--- src/rtl/approx_mul_pkg.sv ---
// Shared types and constants for the pipelined quadrant-split approximate multiplier.
package approx_mul_pkg;
  localparam int MODE_W = 8;
  localparam int OFF_LL = 0;
  localparam int OFF_LH = 2;
  localparam int OFF_HL = 4;
  localparam int OFF_HH = 6;

  typedef enum logic [1:0] {
    MODE_EXACT = 2'd0,
    MODE_T2    = 2'd1,
    MODE_T4    = 2'd2,
    MODE_T6    = 2'd3
  } quad_mode_e;

  function automatic quad_mode_e mode_field(logic [MODE_W-1:0] m, int off);
    return quad_mode_e'(m[off +: 2]);
  endfunction
endpackage

--- src/rtl/approx_mul_if.sv ---
// Operand/product stream plus mode-register access for approx_mul_pipe.
interface approx_mul_if #(parameter int W = 8);
  import approx_mul_pkg::*;
  logic              in_valid;
  logic              in_ready;
  logic [W-1:0]      in_a;
  logic [W-1:0]      in_b;
  logic              cfg_we;
  logic [MODE_W-1:0] cfg_mode;
  logic [MODE_W-1:0] mode_q;
  logic              out_valid;
  logic              out_ready;
  logic [2*W-1:0]    out_prod;

  modport slave (
    input  in_valid, in_a, in_b, cfg_we, cfg_mode, out_ready,
    output in_ready, out_valid, out_prod, mode_q
  );
  modport master (
    output in_valid, in_a, in_b, cfg_we, cfg_mode, out_ready,
    input  in_ready, out_valid, out_prod, mode_q
  );
endinterface

--- src/rtl/approx_mul_pipe_quad.sv ---
// One HWxHW quadrant multiply; mode m zeroes the low 2*m product bits,
// so the result can only fall below the exact quadrant product.
module approx_quad_mul
  import approx_mul_pkg::*;
#(
  parameter int HW = 4
) (
  input  logic [HW-1:0]   a,
  input  logic [HW-1:0]   b,
  input  quad_mode_e      mode,
  output logic [2*HW-1:0] p
);
  logic [2*HW-1:0] full;

  assign full = {{HW{1'b0}}, a} * {{HW{1'b0}}, b};

  always_comb begin
    p = full;
    for (int i = 0; i < 2*HW; i++)
      if (i < 2*int'(mode)) p[i] = 1'b0;
  end
endmodule

--- src/rtl/approx_mul_pipe.sv ---
// 3-stage approximate multiplier: operand/mode capture, truncated quadrant
// products, shift-add recombine. APPROX_MUL_ERR_MON_EN adds err_abs/err_cnt.
module approx_mul_pipe
  import approx_mul_pkg::*;
#(
  parameter int              W        = 8,
  parameter logic [MODE_W-1:0] MODE_RST = 8'h00
) (
  input  logic         clk,
  input  logic         rst,
`ifdef APPROX_MUL_ERR_MON_EN
  output logic [2*W-1:0] err_abs,
  output logic [31:0]    err_cnt,
`endif
  approx_mul_if.slave  bus
);
  localparam int HW     = W/2;
  localparam int PW     = 2*W;
  localparam int STAGES = 3;

  logic                  en;
  logic [STAGES:1]       vld_pipe;
  logic [MODE_W-1:0]     mode_r;
  logic [W-1:0]          a1, b1;
  logic [MODE_W-1:0]     mode1;
  logic [3:0][W-1:0]     qp_c, qp;
  logic [PW-1:0]         sum, prod;

  // An empty output slot never blocks, so bubbles drain through it.
  assign en            = !vld_pipe[STAGES] || bus.out_ready;
  assign bus.in_ready  = en;
  assign bus.out_valid = vld_pipe[STAGES];
  assign bus.out_prod  = prod;
  assign bus.mode_q    = mode_r;

  always_ff @(posedge clk) begin
    if (rst)             mode_r <= MODE_RST;
    else if (bus.cfg_we) mode_r <= bus.cfg_mode;
  end

  always_ff @(posedge clk) begin
    if (rst)     vld_pipe <= '0;
    else if (en) vld_pipe <= {vld_pipe[STAGES-1:1], bus.in_valid};
  end

  // mode1 captures mode_r before any same-cycle write lands.
  always_ff @(posedge clk) begin
    if (en) begin
      a1    <= bus.in_a;
      b1    <= bus.in_b;
      mode1 <= mode_r;
      qp    <= qp_c;
    end
  end

  // Quadrant index q: 0=LL, 1=LH, 2=HL, 3=HH; bit1 picks A half, bit0 picks B half.
  for (genvar q = 0; q < 4; q++) begin : g_quad
    localparam int OFF = (q == 0) ? OFF_LL : (q == 1) ? OFF_LH : (q == 2) ? OFF_HL : OFF_HH;
    logic [HW-1:0] qa, qb;
    assign qa = (q >= 2)    ? a1[W-1:HW] : a1[HW-1:0];
    assign qb = (q % 2 == 1) ? b1[W-1:HW] : b1[HW-1:0];
    approx_quad_mul #(.HW(HW)) u_quad (
      .a    (qa),
      .b    (qb),
      .mode (mode_field(mode1, OFF)),
      .p    (qp_c[q])
    );
  end

  assign sum = (PW'(qp[3]) << W) + ((PW'(qp[2]) + PW'(qp[1])) << HW) + PW'(qp[0]);

  always_ff @(posedge clk) begin
    if (rst)     prod <= '0;
    else if (en) prod <= sum;
  end

`ifdef APPROX_MUL_ERR_MON_EN
  logic [PW-1:0] exact2;
  logic [PW-1:0] err_r;
  logic [31:0]   cnt_r;

  always_ff @(posedge clk) begin
    if (en) exact2 <= PW'(a1) * PW'(b1);
  end

  always_ff @(posedge clk) begin
    if (rst)     err_r <= '0;
    else if (en) err_r <= exact2 - sum;
  end

  always_ff @(posedge clk) begin
    if (rst)
      cnt_r <= '0;
    else if (vld_pipe[STAGES] && bus.out_ready && err_r != '0 && cnt_r != '1)
      cnt_r <= cnt_r + 32'd1;
  end

  assign err_abs = err_r;
  assign err_cnt = cnt_r;
`endif
endmodule

--- src/flat_wrapper.sv ---
// flat-port wrapper written by rule: the top's interface ports become plain ports
module approx_mul_pipe_flat import approx_mul_pkg::*;
#(
  parameter int              W        = 8,
  parameter logic [MODE_W-1:0] MODE_RST = 8'h00
)
  (clk, rst, bus_in_valid, bus_in_a, bus_in_b, bus_cfg_we, bus_cfg_mode, bus_out_ready, bus_in_ready, bus_out_valid, bus_out_prod, bus_mode_q);
  approx_mul_if #(.W(W)) bus_i ();
  input  logic clk;
  input  logic rst;
  input wire logic [$bits(bus_i.in_valid)-1:0] bus_in_valid;
  input wire logic [$bits(bus_i.in_a)-1:0] bus_in_a;
  input wire logic [$bits(bus_i.in_b)-1:0] bus_in_b;
  input wire logic [$bits(bus_i.cfg_we)-1:0] bus_cfg_we;
  input wire logic [$bits(bus_i.cfg_mode)-1:0] bus_cfg_mode;
  input wire logic [$bits(bus_i.out_ready)-1:0] bus_out_ready;
  output wire logic [$bits(bus_i.in_ready)-1:0] bus_in_ready;
  output wire logic [$bits(bus_i.out_valid)-1:0] bus_out_valid;
  output wire logic [$bits(bus_i.out_prod)-1:0] bus_out_prod;
  output wire logic [$bits(bus_i.mode_q)-1:0] bus_mode_q;
  assign bus_i.in_valid = bus_in_valid;
  assign bus_i.in_a = bus_in_a;
  assign bus_i.in_b = bus_in_b;
  assign bus_i.cfg_we = bus_cfg_we;
  assign bus_i.cfg_mode = bus_cfg_mode;
  assign bus_i.out_ready = bus_out_ready;
  assign bus_in_ready = bus_i.in_ready;
  assign bus_out_valid = bus_i.out_valid;
  assign bus_out_prod = bus_i.out_prod;
  assign bus_mode_q = bus_i.mode_q;
  approx_mul_pipe #(.W(W), .MODE_RST(MODE_RST)) u_core (.clk(clk), .rst(rst), .bus(bus_i));
endmodule
--- config.mk ---
export PLATFORM = sky130hd
export DESIGN_NAME = approx_mul_pipe_flat
export DESIGN_NICKNAME = d
export VERILOG_FILES = /design/src/rtl/approx_mul_pkg.sv /design/src/rtl/approx_mul_if.sv /design/src/rtl/approx_mul_pipe_quad.sv /design/src/rtl/approx_mul_pipe.sv /design/src/flat_wrapper.sv
export SDC_FILE = /design/constraint.sdc
export NUM_CORES = 1
export LEC_CHECK = 0
export CELL_PAD_IN_SITES_DETAIL_PLACEMENT = 1
export CELL_PAD_IN_SITES_GLOBAL_PLACEMENT = 1
export CORE_MARGIN = 2
export CORE_UTILIZATION = 30
export CTS_CLUSTER_DIAMETER = 120
export DETAILED_ROUTE_END_ITERATION = 7
export PLACE_DENSITY_LB_ADDON = 0.1
export SYNTH_ARGS = -nofsm -noshare
export SYNTH_HDL_FRONTEND = slang
export SYNTH_HIERARCHICAL = 1
export SYNTH_SLANG_ARGS = --single-unit
--- constraint.sdc ---
create_clock -name clk -period 3.9 [get_ports clk]
set_clock_uncertainty 0.05 [all_clocks]
set_input_delay 0.585 -clock clk [delete_from_list [all_inputs] [get_ports clk]]
set_output_delay 0.585 -clock clk [all_outputs]
set_load 0.005 [all_outputs]
==> results of run 1 <==
## logic make-up after synthesis
| kind of cell | count (synthesis) |
|---|---|
| compound gates | 91 |
| xor+xnor | 23 |
| fa+ha+maj | 85 |
| buf+inv | 38 |
| flops | 83 |
| mux | 8 |
| simple gates | 152 |
## metal layers
layer | up-vias | wire [um]
met5 | - | 0
met1 | 1758 | 5900
met2 | 48 | 5760
met4 | 0 | 157
li1 | 1811 | -
met3 | 14 | 337
## layout make-up
type / instances / area, sq um
fill: 1911 / 10800
multi-input combinational: 359 / 2910
sequential: 83 / 2220
timing repair buffer: 58 / 583
clock buffer: 14 / 285
tap: 225 / 282
inverter: 30 / 113
clock inverter: 2 / 15.0
## worst max-delay path, cell delays in order (launching register included)
cell,delay [ns]
edfxtp_1,0.33
ha_1,0.17
inv_1,0.06
fa_1,0.40
nor2b_1,0.13
o21ai_1,0.09
a21boi_0,0.33
o21ai_0,0.13
a21oi_1,0.21
ha_1,0.29
a21oi_1,0.32
o21a_1,0.21
nor2_1,0.06
a2111oi_0,0.41
a311oi_1,0.08
## power breakdown
group / switching [uW] / internal [uW]
clock network: 349 / 509
registers: 103 / 1120
logic: 657 / 636
## per-stage QoR
stage	setup WS [ns]	total power (uW)
finish	0.512	3380
global route	0.140	3640
CTS	0.451	3440
detailed placement	0.468	2550
global placement	0.660	2520
floorplan	0.754	2130
## synth_stat cells (3+ instances only)
cell	count	share of area, %
inv_1	30	2.1
clkbuf_1	5	0.36
o21bai_1	4	0.57
nor2_1	23	1.6
ha_1	67	16
a21oi_1	35	3.3
nor2b_1	7	0.83
mux2i_1	8	1.5
a211oi_2	5	1.2
nand2_1	46	3.3
dfxtp_1	27	10
xnor2_1	17	2.8
fa_1	18	6.8
nor3b_1	6	0.85
nor3_1	6	0.57
and3_1	3	0.36
a21o_1	10	1.4
xor2_1	6	1.0
and2_1	49	5.8
edfxtp_1	56	32
a21oi_2	3	0.50
a21o_2	3	0.50
o21ai_0	7	0.66
a211oi_1	5	0.71
## flip-flops by register name, indices dropped and copies added, names as in the netlist
signal	flops
u_core/bus.out_prod	16
u_core/vld_pipe	3
u_core/qp	32
u_core/bus.mode_q	8
u_core/mode1	8
u_core/a1	8
u_core/b1	8
## cells in the final DEF, fill, tap and decap left out, drive strengths merged, types with 3 or more instances in the layout
cell type / instances
and2: 49
nand2: 46
clkdlybuf4s50: 54
nor3: 6
xnor2: 17
a211oi: 10
xor2: 6
a21o: 13
mux2i: 8
nor2: 23
clkbuf: 14
inv: 32
fa: 18
ha: 67
dfxtp: 27
buf: 4
edfxtp: 56
a21oi: 38
nor3b: 6
and3: 3
o21ai: 9
nor2b: 7
o21bai: 5
## worst min path at each step
stage,endpoint,slack (ns)
global route,u_core/bus.out_prod[8]$_SDFFE_PP0P_,0.42
floorplan,u_core/vld_pipe[1]$_SDFFE_PP0P_,0.38
global placement,u_core/mode1[1]$_DFFE_PP_,0.39
detailed placement,u_core/bus.out_prod[9]$_SDFFE_PP0P_,0.40
finish,u_core/bus.out_prod[8]$_SDFFE_PP0P_,0.40
CTS,u_core/bus.out_prod[8]$_SDFFE_PP0P_,0.41
==> impl_metrics.csv, run 1 <==
group,metric,value,unit
sta,finalWorstPathRequiredPeriod,3.39,ns
grt,largest_net_degree_at_the_start_of_global_routing,79,
place,postPlaceCellArea,6110,sq um
critical_path,crit_path_start,"u_core/qp[8]$_DFFE_PP_",
critical_path,reg2reg_depth,14,
detailed_routing,ant_nets,0,
detailed_routing,drt_wl_total,12200,um
critical_path,worstSetupStartpointType,"flip-flop",
cells_and_area,insertedDiodeCount,0,
yosys,ys_seq_area_share,42.1,%
power,power_leakage,0.00283,uW
floorplanning,fp.coreArea,17200,sq um
clock_tree,cts_sink_count,83,
cells_and_area,final-instance-count-excl-fill,771,
yosys,post_synth_and_or_nand_nor_area_fraction,15.1,%
yosys,synthCells,480,
yosys,synthXorXnorAreaFrac,3.82,%
sta,setup_viol,0,
floorplanning,dieArea,18700,sq um
critical_path,critical_path.endpoint,"u_core/bus.out_prod[15]$_SDFFE_PP0P_",
hold_path,hp_start,"u_core/bus.out_prod[8]$_SDFFE_PP0P_",
yosys,synth-adder-area-share,22.7,%
detailed_routing,drt-wirelength-per-cell,15.8,um
yosys,synth.ff_latch_count,83,
cells_and_area,post-route-util,37.2,%
yosys,synth_top_family_by_area,"adder cells",
status,outcome,"finished clean",
yosys,yosys_most_used_dff,"edfxtp_1",
place,port_buffers,54,
detailed_routing,drt_iter0_drc,130,
detailed_routing,vias_per_cell,4.71,
clock_tree,holdBufCountCts,0,
grt,grt.met3_usage,2.52,%
flow_run,maxCapViolCount,0,
yosys,avgSynthCellArea,11.0,sq um
detailed_routing,remaining_drc_errors,0,
floorplanning,die_x,137,um
place,detailedPlacementHpwl,9330,um
floorplanning,floorplan.rows,48,
critical_path,timing.critical_path.required,4.06,ns
place,placedCellCount,755,
floorplanning,design.portCount,55,
cells_and_area,area_growth,21.5,%
clock_tree,ctsHtreeMaxLevel,3,
sta,worst-slew-pin-transition,0.857,ns
detailed_routing,dr.pass1.iters,4,
critical_path,setup.reg_to_reg.worst_slack,0.51,ns
sta,worst_slack_on_hold_paths,0.401,ns
yosys,ys_warn_count,6,
critical_path,cp_max_fo,3,
clock_tree,clock_tree.root_cell,"clkbuf_16",
critical_path,r2r-start,"u_core/qp[8]$_DFFE_PP_",
sta,slew_violations,0,
sta,post-route-period-util,86.9,%
grt,most_utilized_layer_in_the_global_route_result,"met2",
place,gp_congestion,0.778,
floorplanning,initial_util,30.6,%
grt,grt_antenna_before_repair,0,
hold_path,whs_path_depth,2,
clock_tree,cts_tree,"built",
clock_tree,worst_case_clock_buffer_depth,2,
critical_path,worst-endpoint-arrival,3.55,ns
sta,slew-limit-headroom,42.7,%
grt,grt_overflow,0,
detailed_routing,vias,3631,
power,worst_vdd_rail_ir_drop,0.234,mV
yosys,synth-compound-area-share,12.0,%
clock_tree,worst_skew_pair.late_latency,0.34,ns
critical_path,endpoint_kind,"flip-flop",
yosys,synth_edf_count,56,
yosys,syn-num-nets,594,
sta,fmaxAchievable,0.295,GHz
yosys,post_synthesis_cell_area,5270,sq um
hold_path,min_path_type,"reg -> reg",
sta,fin_setup_tns,0,ns
floorplanning,fp.dieH,137,um
sta,final_hold_viol_count,0,
cells_and_area,final_design_instance_area_without_fill,6410,sq um
clock_tree,post_cts_resize_count,0,
power,power_density,527,nW/um^2
grt,via_count_of_the_first_global_routing_pass,3795,
yosys,async_flop_share,0,%
yosys,synth.distinct_cells,53,
sta,rsz0062_at_grt,"no",
yosys,muxShareOfSynthArea,1.52,%
clock_tree,path_clk_slew,0.06,ns
grt,met1_usage,19.0,%
grt,grt_use_met2,23.4,%
grt,grt_pass1_wl,20200,um
cells_and_area,layout-drive-gt1-share,6.41,%
clock_tree,cts_setup_buffers,0,
critical_path,worst-setup-path-type,"reg -> reg",
critical_path,worstReg2RegEnd,"u_core/bus.out_prod[15]$_SDFFE_PP0P_",
cells_and_area,number_of_nets_in_the_layout,655,
grt,grt_total_usage,14.2,%
clock_tree,cts_made_buffers,9,
Note: power is estimated with default switching activity, not from simulation.
==> run 2: changes to the inputs <==
--- a/config.mk
+++ b/config.mk
@@ -12,6 +12,7 @@
 export CTS_CLUSTER_DIAMETER = 120
 export DETAILED_ROUTE_END_ITERATION = 7
 export PLACE_DENSITY_LB_ADDON = 0.1
+export REMOVE_ABC_BUFFERS = 1
 export SYNTH_ARGS = -nofsm -noshare
 export SYNTH_HDL_FRONTEND = slang
 export SYNTH_HIERARCHICAL = 1
==> run 2 against run 1 <==
  * Highest routed layer unchanged
  * Final area down 0.14%
  * Sequential share of layout area about the same
  * Utilization down 0.051 points
  * Critical path type unchanged
  * Power up 0.36%
  * Largest cell class unchanged
  * Non-clock buffer count unchanged
==> impl_metrics.csv, run 2 (same netlist as run 1, synthesis figures left out) <==
group,metric,value,unit
sta,rsz0062_at_grt,"no",
cells_and_area,insertedDiodeCount,0,
grt,largest_net_degree_at_the_start_of_global_routing,48,
grt,grt_overflow,0,
floorplanning,die_x,137,um
cells_and_area,regArea,2220,sq um
sta,slew_violations,0,
cells_and_area,fillCellCount,1898,
floorplanning,design.portCount,55,
sta,post-route-period-util,86.3,%
clock_tree,holdBufCountCts,0,
sta,setup_viol,0,
cells_and_area,post-route-util,37.1,%
power,cellInternalPower,2260,uW
critical_path,cell_family_with_most_cp_delay,"compound AO/OA/AOI/OAI gates",
cells_and_area,area_growth,21.3,%
grt,grt_antenna_before_repair,0,
sta,timing.final.ws_setup,0.536,ns
clock_tree,worst_case_clock_buffer_depth,2,
sta,fin_setup_tns,0,ns
grt,grt_pass1_wl,19000,um
clock_tree,worst_skew_pair.late_latency,0.35,ns
power,power_leakage,0.00282,uW
detailed_routing,ant_nets,0,
power,power_density,529,nW/um^2
critical_path,crit_path_cell_chain,"ha_1 -> inv_1 -> fa_1 -> nor2b_1 -> o21ai_1 -> a21boi_0 -> nor2_1 -> ha_1 -> a21o_1 -> a31oi_1 -> a21oi_1 -> a2111oi_0 -> a311oi_1",
clock_tree,cts_made_buffers,9,
place,port_buffers,54,
sta,final_hold_viol_count,0,
clock_tree,clock_tree.root_cell,"clkbuf_16",
floorplanning,dieArea,18700,sq um
critical_path,worstSetupStartpointType,"flip-flop",
detailed_routing,drt-wirelength-per-cell,15.1,um
critical_path,critical_path.most_common_cell,"ha_1",
critical_path,endpoint_kind,"flip-flop",
power,seq_power_share,36.2,%
detailed_routing,remaining_drc_errors,0,
cells_and_area,registers.top_by_ff_count,"u_core/qp",
detailed_routing,drt_wl_total,11600,um
floorplanning,floorplan.rows,48,
critical_path,crit_path_largest_cell_delay,0.51,ns
power,share_clk_of_total_power,26.2,%
critical_path,worst-setup-path-type,"reg -> reg",
critical_path,worst-endpoint-arrival,3.52,ns
sta,worst-slew-pin-transition,0.594,ns
grt,grt_total_usage,13.3,%
clock_tree,cts_setup_buffers,0,
sta,fmaxAchievable,0.297,GHz
floorplanning,initial_util,30.6,%
cells_and_area,mostFrequentLayoutCell,"ha_1",
cells_and_area,final_cell_mix,"ha_1, edfxtp_1, clkdlybuf4s50_1",
sta,finalWorstPathRequiredPeriod,3.36,ns
cells_and_area,number_of_nets_in_the_layout,655,
power,power.share.switching,33.3,%
hold_path,min_path_type,"reg -> reg",
place,gp_congestion,0.778,
grt,via_count_of_the_first_global_routing_pass,3719,
clock_tree,path_clk_slew,0.06,ns
detailed_routing,drt_iter0_drc,122,
critical_path,critPathBufInv,1,
power,switching_power_of_the_nets,1130,uW
cells_and_area,combined_area_of_the_multi_input_logic_cells,2910,sq um
detailed_routing,dr.pass1.iters,4,
flow_run,maxCapViolCount,0,
floorplanning,fp.coreArea,17200,sq um
clock_tree,cts_sink_count,83,
power,power.share.combinational,37.6,%
critical_path,cp_max_fo,5,
cells_and_area,largest_register_ffs,32,
power,worst_vdd_rail_ir_drop,0.226,mV
critical_path,critical-path-slowest-cell,"a2111oi_0",
cells_and_area,layout-drive-gt1-share,6.78,%
sta,worst_slack_on_hold_paths,0.402,ns
clock_tree,ctsHtreeMaxLevel,3,
detailed_routing,vias,3547,
detailed_routing,vias_per_cell,4.60,
floorplanning,fp.dieH,137,um
critical_path,timing.critical_path.required,4.06,ns
clock_tree,cts_tree,"built",
place,detailedPlace.worstSlack,0.551,ns
clock_tree,post_cts_resize_count,0,
place,detailedPlacementHpwl,8880,um
sta,slew-limit-headroom,60.3,%
status,outcome,"finished clean",
## run 2: metal layers
| metal | global-route usage, % | part of all wire (%) | vias to the layer above |
|---|---|---|---|
| li1 | - | - | 1820 |
| met1 | 18.3 | 51 | 1678 |
| met2 | 20.9 | 45 | 36 |
| met3 | 2.67 | 2.5 | 13 |
| met4 | 4.17 | 1.3 | 0 |
| met5 | 0 | 0 | - |
## run 2: cell type report
| class | count | area share [%] |
|---|---|---|
| timing repair buffer | 58 | 8.92 |
| inverter | 30 | 1.76 |
| tap | 225 | 4.40 |
| clock inverter | 7 | 1.23 |
| multi-input combinational | 359 | 45.4 |
| clock buffer | 9 | 3.52 |
| sequential | 83 | 34.7 |
## run 2: worst paths after layout
path	from	end	slack, ns	depth (start not counted)
worst min-delay path	u_core/bus.out_prod[8]$_SDFFE_PP0P_	u_core/bus.out_prod[8]$_SDFFE_PP0P_	0.40	2
worst min register to register	u_core/bus.out_prod[8]$_SDFFE_PP0P_	u_core/bus.out_prod[8]$_SDFFE_PP0P_	0.40	2
worst max-delay path	u_core/qp[8]$_DFFE_PP_	u_core/bus.out_prod[15]$_SDFFE_PP0P_	0.54	13
worst max register to register	u_core/qp[8]$_DFFE_PP_	u_core/bus.out_prod[15]$_SDFFE_PP0P_	0.54	13
## run 2: power by group through the flow
| stage | sequential (uW) | clock (uW) | combinational, uW |
|---|---|---|---|
| 3_3_place_gp | 1240 | 0 | 1260 |
| 5_1_grt | 1250 | 960 | 1460 |
| 3_5_place_dp | 1250 | 0 | 1280 |
| 2_1_floorplan | 1210 | 0 | 910 |
| 6_report | 1220 | 888 | 1270 |
| 4_1_cts | 1230 | 931 | 1300 |
## run 2: stage by stage
stage                     std cells  total power (uW)  instance area (sq um)
after floorplan                 472              2120                   5240
after global placement          755              2510                   6090
after detailed placement        755              2530                   6090
after CTS                       771              3460                   6400
after global routing            771              3670                   6400
final                           771              3390                   6400
## run 2: tightest hold or removal path: stages, from the launching register on
cell     delay, ns
dfxtp_1       0.31
nand2_1       0.05
a21oi_1       0.05
==> run 3: changes to the inputs <==
--- a/config.mk
+++ b/config.mk
@@ -7,7 +7,7 @@
 export LEC_CHECK = 0
 export CELL_PAD_IN_SITES_DETAIL_PLACEMENT = 1
 export CELL_PAD_IN_SITES_GLOBAL_PLACEMENT = 1
-export CORE_MARGIN = 2
+export CORE_MARGIN = 1.5
 export CORE_UTILIZATION = 30
 export CTS_CLUSTER_DIAMETER = 120
 export DETAILED_ROUTE_END_ITERATION = 7
==> constraint.sdc (replaced) <==
create_clock -name clk -period 2.8 [get_ports clk]
set_clock_uncertainty 0.05 [all_clocks]
set_input_delay 0.42 -clock clk [delete_from_list [all_inputs] [get_ports clk]]
set_output_delay 0.42 -clock clk [all_outputs]
set_load 0.005 [all_outputs]
==> run 3 against run 2 <==
  * The flow now finishes with violations (negative setup slack)
  * Sequential power up 39%
  * Critical path depth shrank 3
  * Combinational power grew 91%
  * Clock-buffer cell count is the same
  * Utilization increased by 5.2 points
  * Global-route usage increased by 1.2 points
  * Sequential share of layout area decreased by 4.3 points
  * Clock power up 30%
  * Worst setup slack worse by 0.61 ns
  * Via count grew 8.0%
==> impl_metrics.csv, run 3 (same netlist as run 1, synthesis figures left out) <==
group,metric,value,unit
sta,timing.final.ws_setup,-0.0738,ns
cells_and_area,final-instance-count-excl-fill,837,
clock_tree,worst_case_clock_buffer_depth,2,
critical_path,setup.reg_to_reg.worst_slack,-0.07,ns
clock_tree,cts_tree,"built",
detailed_routing,drt-wirelength-per-cell,15.3,um
floorplanning,die_x,136,um
sta,worst_slack_on_hold_paths,0.400,ns
cells_and_area,mostFrequentLayoutCell,"buf_4",
floorplanning,floorplan.rows,48,
cells_and_area,registers.top_by_ff_count,"u_core/qp",
clock_tree,clock_tree.root_cell,"clkbuf_16",
critical_path,r2r-start,"u_core/a1[2]$_DFFE_PP_",
floorplanning,fp.dieH,136,um
sta,fmaxAchievable,0.348,GHz
detailed_routing,drt_iter0_drc,91,
detailed_routing,vias,3830,
critical_path,crit_path_start,"u_core/a1[2]$_DFFE_PP_",
detailed_routing,drt_wl_total,12800,um
critical_path,cp_max_fo,4,
sta,slew-limit-headroom,60.9,%
clock_tree,cts_sink_count,83,
sta,worst-slew-pin-transition,0.584,ns
grt,grt_antenna_before_repair,0,
clock_tree,worst_skew_pair.late_latency,0.35,ns
place,detailedPlacementHpwl,9910,um
clock_tree,cts_made_buffers,9,
flow_run,maxCapViolCount,0,
place,gp_congestion,0.756,
place,placedCellCount,804,
hold_path,min_path_type,"reg -> reg",
power,worst_vdd_rail_ir_drop,0.342,mV
detailed_routing,dr.pass1.iters,4,
cells_and_area,final_cell_mix,"buf_4, edfxtp_1, clkdlybuf4s50_1",
sta,post-route-period-util,103,%
clock_tree,holdBufCountCts,0,
floorplanning,initial_util,30.6,%
grt,grt_total_usage,14.5,%
grt,grt_overflow,0,
grt,grt_pass1_wl,20600,um
critical_path,critical_path.endpoint,"u_core/qp[5]$_DFFE_PP_",
power,power_leakage,0.00315,uW
critical_path,worst-setup-path-type,"reg -> reg",
critical_path,timing.critical_path.required,2.84,ns
status,failed_checks,"negative setup slack",
cells_and_area,layout-drive-gt1-share,29.4,%
sta,rsz0062_at_grt,"yes",
floorplanning,design.portCount,55,
detailed_routing,ant_nets,0,
cells_and_area,area_growth,38.4,%
cells_and_area,number_of_nets_in_the_layout,721,
floorplanning,dieArea,18400,sq um
detailed_routing,remaining_drc_errors,0,
critical_path,worst-endpoint-arrival,2.91,ns
sta,final_hold_viol_count,0,
detailed_routing,vias_per_cell,4.58,
status,outcome,"finished with violations",
sta,finalWorstPathRequiredPeriod,2.87,ns
grt,via_count_of_the_first_global_routing_pass,4101,
power,power_density,723,nW/um^2
sta,setup_viol,8,
cells_and_area,insertedDiodeCount,0,
floorplanning,fp.coreArea,17200,sq um
critical_path,endpoint_kind,"flip-flop",
clock_tree,ctsHtreeMaxLevel,3,
place,port_buffers,54,
critical_path,worstReg2RegEnd,"u_core/qp[5]$_DFFE_PP_",
clock_tree,path_clk_slew,0.07,ns
critical_path,reg2reg_depth,10,
cells_and_area,largest_register_ffs,32,
critical_path,worstSetupStartpointType,"flip-flop",
grt,largest_net_degree_at_the_start_of_global_routing,33,
sta,slew_violations,0,
## run 3: changes by cell type in the layout (fill, tap and decap cells not counted), sizes merged
cell | before | now
bufinv | 1 | 0
clkinv | 0 | 3
inv | 35 | 33
buf | 4 | 70
## run 3: power by group
part	switching [uW]	leakage, uW	internal [uW]
registers	131	0.000845	1560
clock network	540	0.000137	615
logic	1120	0.00217	1310
total	1790	0.00315	3490
## run 3: routing by layer
| metal | vias up | share of wire, % | routed length, um | track usage, % |
|---|---|---|---|---|
| met5 | - | 0 | 0 | 0 |
| met4 | 0 | 1.2 | 153 | 4.48 |
| li1 | 1947 | - | - | - |
| met2 | 40 | 50 | 6410 | 24.6 |
| met3 | 12 | 2.5 | 319 | 3.48 |
| met1 | 1831 | 46 | 5890 | 18.1 |
## run 3: area by class of cell
cell class,count,area [sq um]
well taps,225,282
clock buffers,9,225
clock inverters,7,60.1
repair buffers,124,1080
multi-input cells,359,3310
inverters,30,113
fillers,1851,9940
flip-flops and latches,83,2220
## run 3: worst min-delay path by stage
stage / startpoint / to / slack (ns) / depth (start not counted)
2_1_floorplan: u_core/vld_pipe[1]$_SDFFE_PP0P_ / u_core/vld_pipe[1]$_SDFFE_PP0P_ / 0.38 / 2
3_3_place_gp: u_core/bus.out_prod[8]$_SDFFE_PP0P_ / u_core/bus.out_prod[8]$_SDFFE_PP0P_ / 0.39 / 2
3_5_place_dp: u_core/bus.out_prod[8]$_SDFFE_PP0P_ / u_core/bus.out_prod[8]$_SDFFE_PP0P_ / 0.40 / 2
4_1_cts: u_core/bus.out_prod[9]$_SDFFE_PP0P_ / u_core/bus.out_prod[9]$_SDFFE_PP0P_ / 0.40 / 2
5_1_grt: u_core/bus.out_prod[8]$_SDFFE_PP0P_ / u_core/bus.out_prod[8]$_SDFFE_PP0P_ / 0.41 / 2
6_report: u_core/bus.out_prod[9]$_SDFFE_PP0P_ / u_core/bus.out_prod[9]$_SDFFE_PP0P_ / 0.40 / 2
## run 3: per-stage QoR
stage	utilization, %	instance area, sq um	power [uW]	worst slack, ns	TNS, ns
finish	42.3	7300	5280	-0.0738	-0.314
global placement	37.5	6460	3780	-0.274	-2.41
global route	42.3	7300	5690	-0.243	-2.61
detailed placement	37.5	6460	3820	-0.415	-3.95
CTS	40.8	7030	5210	-0.0915	-0.619
floorplan	-	5240	2960	-0.378	-9.67
## run 3: what timing repair did
| item | in CTS | in global routing |
|---|---|---|
| setup endpoints to repair | 22 | 23 |
| gates resized for setup | 40 | 49 |
| setup buffers | 12 | 5 |
| cloned | 0 | 0 |
| endpoints found under the hold margin | 0 | 0 |
| pin swaps | 53 | 45 |
## run 3: worst max-delay path, cell delays in order (launching register included)
cell	delay, ns
edfxtp_1	0.47
nand2_2	0.09
fa_1	0.53
inv_1	0.05
fa_1	0.48
buf_4	0.16
ha_4	0.21
a21o_1	0.17
a21oi_2	0.13
xor2_1	0.19
a21oi_1	0.08
